`src/rtl/des_sbox_hash_engine.sv`:
```
// Byte-serial hash built on the DES S5 box: absorbs a length-prefixed byte stream,
// then the length itself, and publishes a 32-bit digest with a one-cycle pulse.
module des_sbox_hash_engine #(
  parameter int ROUNDS = 1,
  parameter int LEN_W  = 64
) (
  input  logic             clk,
  input  logic             rst_n,
  input  logic             start,
  input  logic [LEN_W-1:0] msg_len,
  input  logic             msg_valid,
  output logic             msg_ready,
  input  logic [7:0]       msg_byte,
  output logic             busy,
  output logic             hash_ready,
  output logic [31:0]      digest
);
  localparam int NB = LEN_W / 8;
  localparam int RW = (ROUNDS > 1) ? $clog2(ROUNDS) : 1;
  localparam int KW = (NB > 1) ? $clog2(NB) : 1;
  localparam logic [RW-1:0] RND_LAST = RW'(ROUNDS - 1);
  localparam logic [KW-1:0] K_LAST   = KW'(NB - 1);
  localparam logic [31:0]   IV       = 32'h4B71DF03;

  typedef enum logic [1:0] {IDLE, ABSORB, FINAL, DONE} state_t;

  state_t           state;
  logic [LEN_W-1:0] len_q;
  logic [LEN_W-1:0] cnt;
  logic [31:0]      h;
  logic [RW-1:0]    rnd;
  logic [KW-1:0]    k;
  logic [5:0]       idx_r;
  logic [7:0]       len_byte;

  function automatic logic [5:0] m6(input logic [7:0] b);
    return {b[3] ^ b[2], b[1], b[0], b[7], b[6], b[5] ^ b[4]};
  endfunction

  function automatic logic [3:0] sbox(input logic [5:0] x);
    logic [63:0] row;
    case ({x[5], x[0]})
      2'd0:    row = 64'h2C417AB6853FD0E9;
      2'd1:    row = 64'hEB2C47D150FA3986;
      2'd2:    row = 64'h421BAD78F9C5630E;
      default: row = 64'hB8C71E2D6F09A453;
    endcase
    return row[(15 - int'(x[4:1])) * 4 +: 4];
  endfunction

  function automatic logic [3:0] rotl4(input logic [3:0] n, input logic [1:0] r);
    case (r)
      2'd0:    return n;
      2'd1:    return {n[2:0], n[3]};
      2'd2:    return {n[1:0], n[3:2]};
      default: return {n[0], n[3:1]};
    endcase
  endfunction

  // Nibble i sits at bits [31-4i -: 4], so H[0] is the most significant nibble.
  function automatic logic [31:0] round_f(input logic [31:0] hin, input logic [5:0] idx);
    logic [3:0]  s;
    logic [31:0] hout;
    s    = sbox(idx);
    hout = '0;
    for (int i = 0; i < 8; i++) begin
      hout[31 - 4 * i -: 4] = rotl4(hin[31 - 4 * ((i + 1) % 8) -: 4] ^ s, 2'(i >> 1));
    end
    return hout;
  endfunction

  assign len_byte  = 8'(len_q >> {k, 3'b000});
  assign msg_ready = (state == ABSORB) && (rnd == '0);
  assign busy      = (state != IDLE);

  always_ff @(posedge clk) begin
    if (!rst_n) begin
      state      <= IDLE;
      len_q      <= '0;
      cnt        <= '0;
      h          <= IV;
      rnd        <= '0;
      k          <= '0;
      idx_r      <= '0;
      hash_ready <= 1'b0;
      digest     <= '0;
    end else begin
      hash_ready <= 1'b0;
      case (state)
        IDLE: begin
          if (start) begin
            len_q <= msg_len;
            cnt   <= msg_len;
            h     <= IV;
            rnd   <= '0;
            k     <= '0;
            state <= (msg_len != '0) ? ABSORB : FINAL;
          end
        end
        ABSORB: begin
          if (rnd != '0) begin
            h   <= round_f(h, idx_r);
            rnd <= rnd - RW'(1);
            if (rnd == RW'(1) && cnt == '0) state <= FINAL;
          end else if (msg_valid) begin
            h     <= round_f(h, m6(msg_byte));
            idx_r <= m6(msg_byte);
            cnt   <= cnt - LEN_W'(1);
            rnd   <= RND_LAST;
            // With a single round the last accept is also the last round.
            if (ROUNDS == 1 && cnt == LEN_W'(1)) state <= FINAL;
          end
        end
        FINAL: begin
          h <= round_f(h, m6(len_byte));
          if (rnd == RND_LAST) begin
            rnd <= '0;
            if (k == K_LAST) state <= DONE;
            else k <= k + KW'(1);
          end else begin
            rnd <= rnd + RW'(1);
          end
        end
        DONE: begin
          digest     <= h;
          hash_ready <= 1'b1;
          state      <= IDLE;
        end
        default: state <= IDLE;
      endcase
    end
  end
endmodule

```
`config.mk`:
```
export PLATFORM = sky130hd
export DESIGN_NAME = des_sbox_hash_engine
export DESIGN_NICKNAME = d
export VERILOG_FILES = /design/src/rtl/des_sbox_hash_engine.sv
export SDC_FILE = /design/constraint.sdc
export NUM_CORES = 1
export LEC_CHECK = 0
export ABC_AREA = 1
export CAP_MARGIN = 20
export CORE_MARGIN = 2
export CORE_UTILIZATION = 40
export DETAILED_ROUTE_END_ITERATION = 8
export GPL_TIMING_DRIVEN = 1
export SYNTH_ARGS = -nofsm -noshare
export SYNTH_HDL_FRONTEND = slang
export SYNTH_SLANG_ARGS = --single-unit
```
`constraint.sdc`:
```
create_clock -name clk -period 6.4 [get_ports clk]
set_input_delay 1.28 -clock clk [delete_from_list [all_inputs] [get_ports clk]]
set_output_delay 1.28 -clock clk [all_outputs]
set_load 0.02 [all_outputs]
```
==> parameters.txt <==
Parameter                              Value

STA
  Setup Total Neg Slack ... 0 ns
  Fin. Hold Viols ... 0
  Max-slew headroom ... 0.3018
  Final-report setup violation count ... 0
  Tmin final ... 4.115 ns
  Final worst clock skew ... 0.01930 ns
  Final number of max-transition violations ... 0
  Worst-margin pin slew ... 1.047 ns
  Unrepaired setup endpoints after global routing ... no
  Highest clock rate ... 243.0 MHz
  Period Utilization, post-route ... 0.6429

Place
  Number of buffers added on ports ... 110
  HPWL after detailed placement ... 27,930 um
  Cell count after placement ... 2,272
  Final weighted congestion in routability-driven placement ... 0.8958

GRT
  Most congested layer reported by global routing ... met2
  Antenna violations before repair ... 0
  Congestion Overflow GR ... 0
  Total global-route track usage ... 0.2464
  Routing usage on met3 ... 0.03424
  First-pass GRT wire length ... 61,000 um
  Met1 Resource Use GR ... 0.3426
  Pin count of the biggest net entering global routing ... 89
  Number of global-route vias before repair ... 11.32k
  Global routing met2 resource utilization ... 0.3918

Floorplanning
  Initial Utilization ... 0.4037
  Placeable core region ... 29,480 sq um
  Die height ... 176.5 um
  Width of the chip ... 176.5 um
  Number of cell rows ... 63
  Die outline area ... 31,150 sq um
  Number of placed I/O pins ... 111

Finish
  Most frequent cells in the layout ... sky130_fd_sc_hd__nand2_1 (390), sky130_fd_sc_hd__a21oi_1 (227), sky130_fd_sc_hd__dfxtp_1 (198)
  Fraction of layout cells with a size suffix above 1 ... 0.05956
  Final cell count without fillers ... 2,304
  Most frequent standard cell in the layout excluding fill and tap cells ... sky130_fd_sc_hd__nand2_1
  Final nets ... 1,999
  Number of inserted diodes ... 0
  Post-layout utilization of the core ... 0.4686
  Layout-stage area growth over the synthesis result ... 16.10%
  Layout filler cell count ... 3,159

Route
  Drt first pass iters ... 5
  Post-detailed-route count of antenna-violating nets ... 0
  Vias post-DR ... 12.35k
  Vias per cell ... 5.361
  Number of remaining DRC errors ... 0
  Total wirelength of the detailed-routed design ... 38,100 um
  Average detailed-routed wire length per instance ... 16.53 um
  Starting DRC count in detailed routing ... 1,160

Worst setup path
  Critical path buffers and inverters ... 3
  List of cells traversed by the critical path ... clkdlybuf4s50_1 > xnor2_1 > ha_1 > nand2_1 > inv_1 > or2_2 > nand2_1 > nand2_1 > a31oi_1 > o21ai_0 > nand2_1 > inv_1 > nand2_1 > nand3_1 > nand3_1 > nand2_1 > nand2_1 > nand2_1
  Delay of the slowest cell on the worst path ... 0.55 ns
  Cell seen most often among critical-path stages ... sky130_fd_sc_hd__nand2_1
  Launching element type of the critical path ... input port
  Critical path data required time ... 6.71 ns
  Worst reg-to-reg path cell count ... 24
  Reg-to-reg setup timing slack ... 2.56 ns
  Max stage delay cell, worst path ... sky130_fd_sc_hd__xnor2_1
  R2R Path End ... h[24]
  Critical Setup Path Class ... in -> reg
  Category of the worst setup path capture point ... flop
  Worst Path Arrival ... 4.42 ns
  Maximum fanout along the worst path ... 11
  Reg-to-reg startpoint ... k[1]
  Cell family with most CP delay ... simple AND/OR/NAND/NOR gates

Logic synthesis
  Number of instances in the synthesized netlist ... 1,856
  Mean cell area of the mapped netlist ... 6.412 sq um
  Most area-hungry cell type in the Yosys netlist ... sky130_fd_sc_hd__dfxtp_1
  Warnings, synthesis ... 0
  Synth area leaders ... sky130_fd_sc_hd__dfxtp_1 (33%), sky130_fd_sc_hd__nand2_1 (12%), sky130_fd_sc_hd__a21oi_1 (9.6%), sky130_fd_sc_hd__o21ai_0 (7.4%), sky130_fd_sc_hd__nand3_1 (6.2%)
  Share of flip-flops with an asynchronous set or reset ... 0
  Number of flops mapped to enable cells by yosys ... 0
  Net Count, Synth ... 1,954
  Post-synthesis sequential area ratio ... 0.3331
  Area share of the largest cell type after synthesis ... 0.3331
  Most used DFF post-synth ... sky130_fd_sc_hd__dfxtp_1
  Post-synthesis cell area ... 11,900 sq um
  Netlist cell types ... 51
  Flip-flop and latch count after synthesis ... 198

Clock network
  Clock tree from TritonCTS ... done
  Clock input transition at the sequential cells of the worst setup and hold paths ... 0.07 ns
  Maximum buffer depth of the clock tree ... 2
  Cts bufs inserted ... 17
  Number of cells upsized or downsized after cts ... 0
  Post-CTS Setup Repair Bufs ... 0
  Buffer type at the clock tree root ... sky130_fd_sc_hd__clkbuf_16
  CTS sink count ... 198
  Count of hold-fix buffers inserted at cts ... 0
  CTS H-tree lvls ... 4
  Clock network latency to the later pin of the worst-skew pair ... 0.45 ns

Power
  Leakage power ... 6.006 nW
  Power density over the cells ... 528.5 nW/um^2
  IR Drop Worst-Case VDD ... 0.3762 mV
  Clock share of power ... 0.162
  Power share of the combinational group ... 0.562
  Net switching share of the total power ... 0.5066
  Internal Power ... 0.003603 W
  Switching power ... 0.003699 W
  Sequential cell fraction of total power ... 0.276

Min path
  Hold Path Stages ... 2
  Worst min path class ... reg -> reg
  Beginning of the worst hold path ... len_q[60]
  Worst-case hold path end point ... len_q[60]

Status
  Run status ... finished, final reports clean

Run
  Max-cap violations ... 0
-- state kept, by name (all words and copies together) (netlist names) --
| register | cells |
|---|---|
| digest | 32 |
| len_q | 64 |
| h | 32 |
| k | 3 |
| hash_ready | 1 |
| cnt | 64 |
| state | 2 |
-- cell type report --
class	count	area, sq um	share of cell area
multi-input combinational	1362	6782	0.4909
sequential	198	3964	0.2869
timing repair buffer	120	1184	0.08567
inverter	202	759.5	0.05497
tap	390	488.0	0.03532
clock buffer	17	425.4	0.03079
clock inverter	15	214.0	0.01549
-- cells in the mapped netlist, drive strengths merged, types with 3 or more instances --
cell / count
a31oi: 3
nor3: 15
inv: 196
ha: 22
o31ai: 3
or2: 7
xnor2: 18
o21ai: 190
o22ai: 5
o221ai: 6
a211oi: 6
a21oi: 229
o211ai: 24
nand4: 15
clkbuf: 71
nor2: 202
nand2: 410
xor2: 20
clkinv: 6
nand3: 154
nor4: 23
dfxtp: 198
buf: 23
-- power by group through the flow --
stage	Clock (W)	Sequential [W]	Combinational, W
after floorplan	0	0.00198	0.00307
after global placement	0	0.00203	0.00405
after detailed placement	0	0.00204	0.00408
after CTS	0.00121	0.00201	0.00409
after global routing	0.00124	0.00208	0.00467
final	0.00118	0.00202	0.00410
-- cells by family after synthesis --
family	Yosys count	share of synthesized area
flip-flops	198	0.3331
AO/OA/AOI/OAI	473	0.2109
AND/OR/NAND/NOR	829	0.3069
XOR/XNOR	38	0.02797
adder cells (fa/ha/maj)	22	0.02313
buffers and inverters	296	0.09799
-- worst min-delay path: cells and delay by family, from the launching register on --
family          cells  cell delay, ns
compound gates      1            0.05
buf+inv             1            0.06
flops               1            0.30
-- worst max path at each step --
stage | from | end | depth (start not counted)
3_3_place_gp | msg_byte[4] | h[30] | 18
2_1_floorplan | msg_byte[4] | h[12] | 16
6_report | msg_byte[4] | h[30] | 18
5_1_grt | msg_byte[4] | h[30] | 18
4_1_cts | msg_byte[4] | h[30] | 18
3_5_place_dp | msg_byte[4] | h[30] | 18
-- layer usage --
metal / part of all wire / routed length, um
met5: 0 / 0
met4: 0.024 / 916
met3: 0.053 / 2006
met2: 0.45 / 17210
met1: 0.47 / 17970
-- through the flow --
step / power, W / hold WS [ns] / area (sq um) / setup WS (ns)
2_1_floorplan: 0.005048 / 0.4244 / 11900 / 2.809
3_3_place_gp: 0.006076 / 0.4396 / 13180 / 1.956
3_5_place_dp: 0.006115 / 0.4435 / 13180 / 1.863
4_1_cts: 0.007312 / 0.4550 / 13820 / 2.337
5_1_grt: 0.007994 / 0.4704 / 13820 / 1.942
6_report: 0.007302 / 0.4521 / 13820 / 2.285
Power figures use the tool's default switching activity.
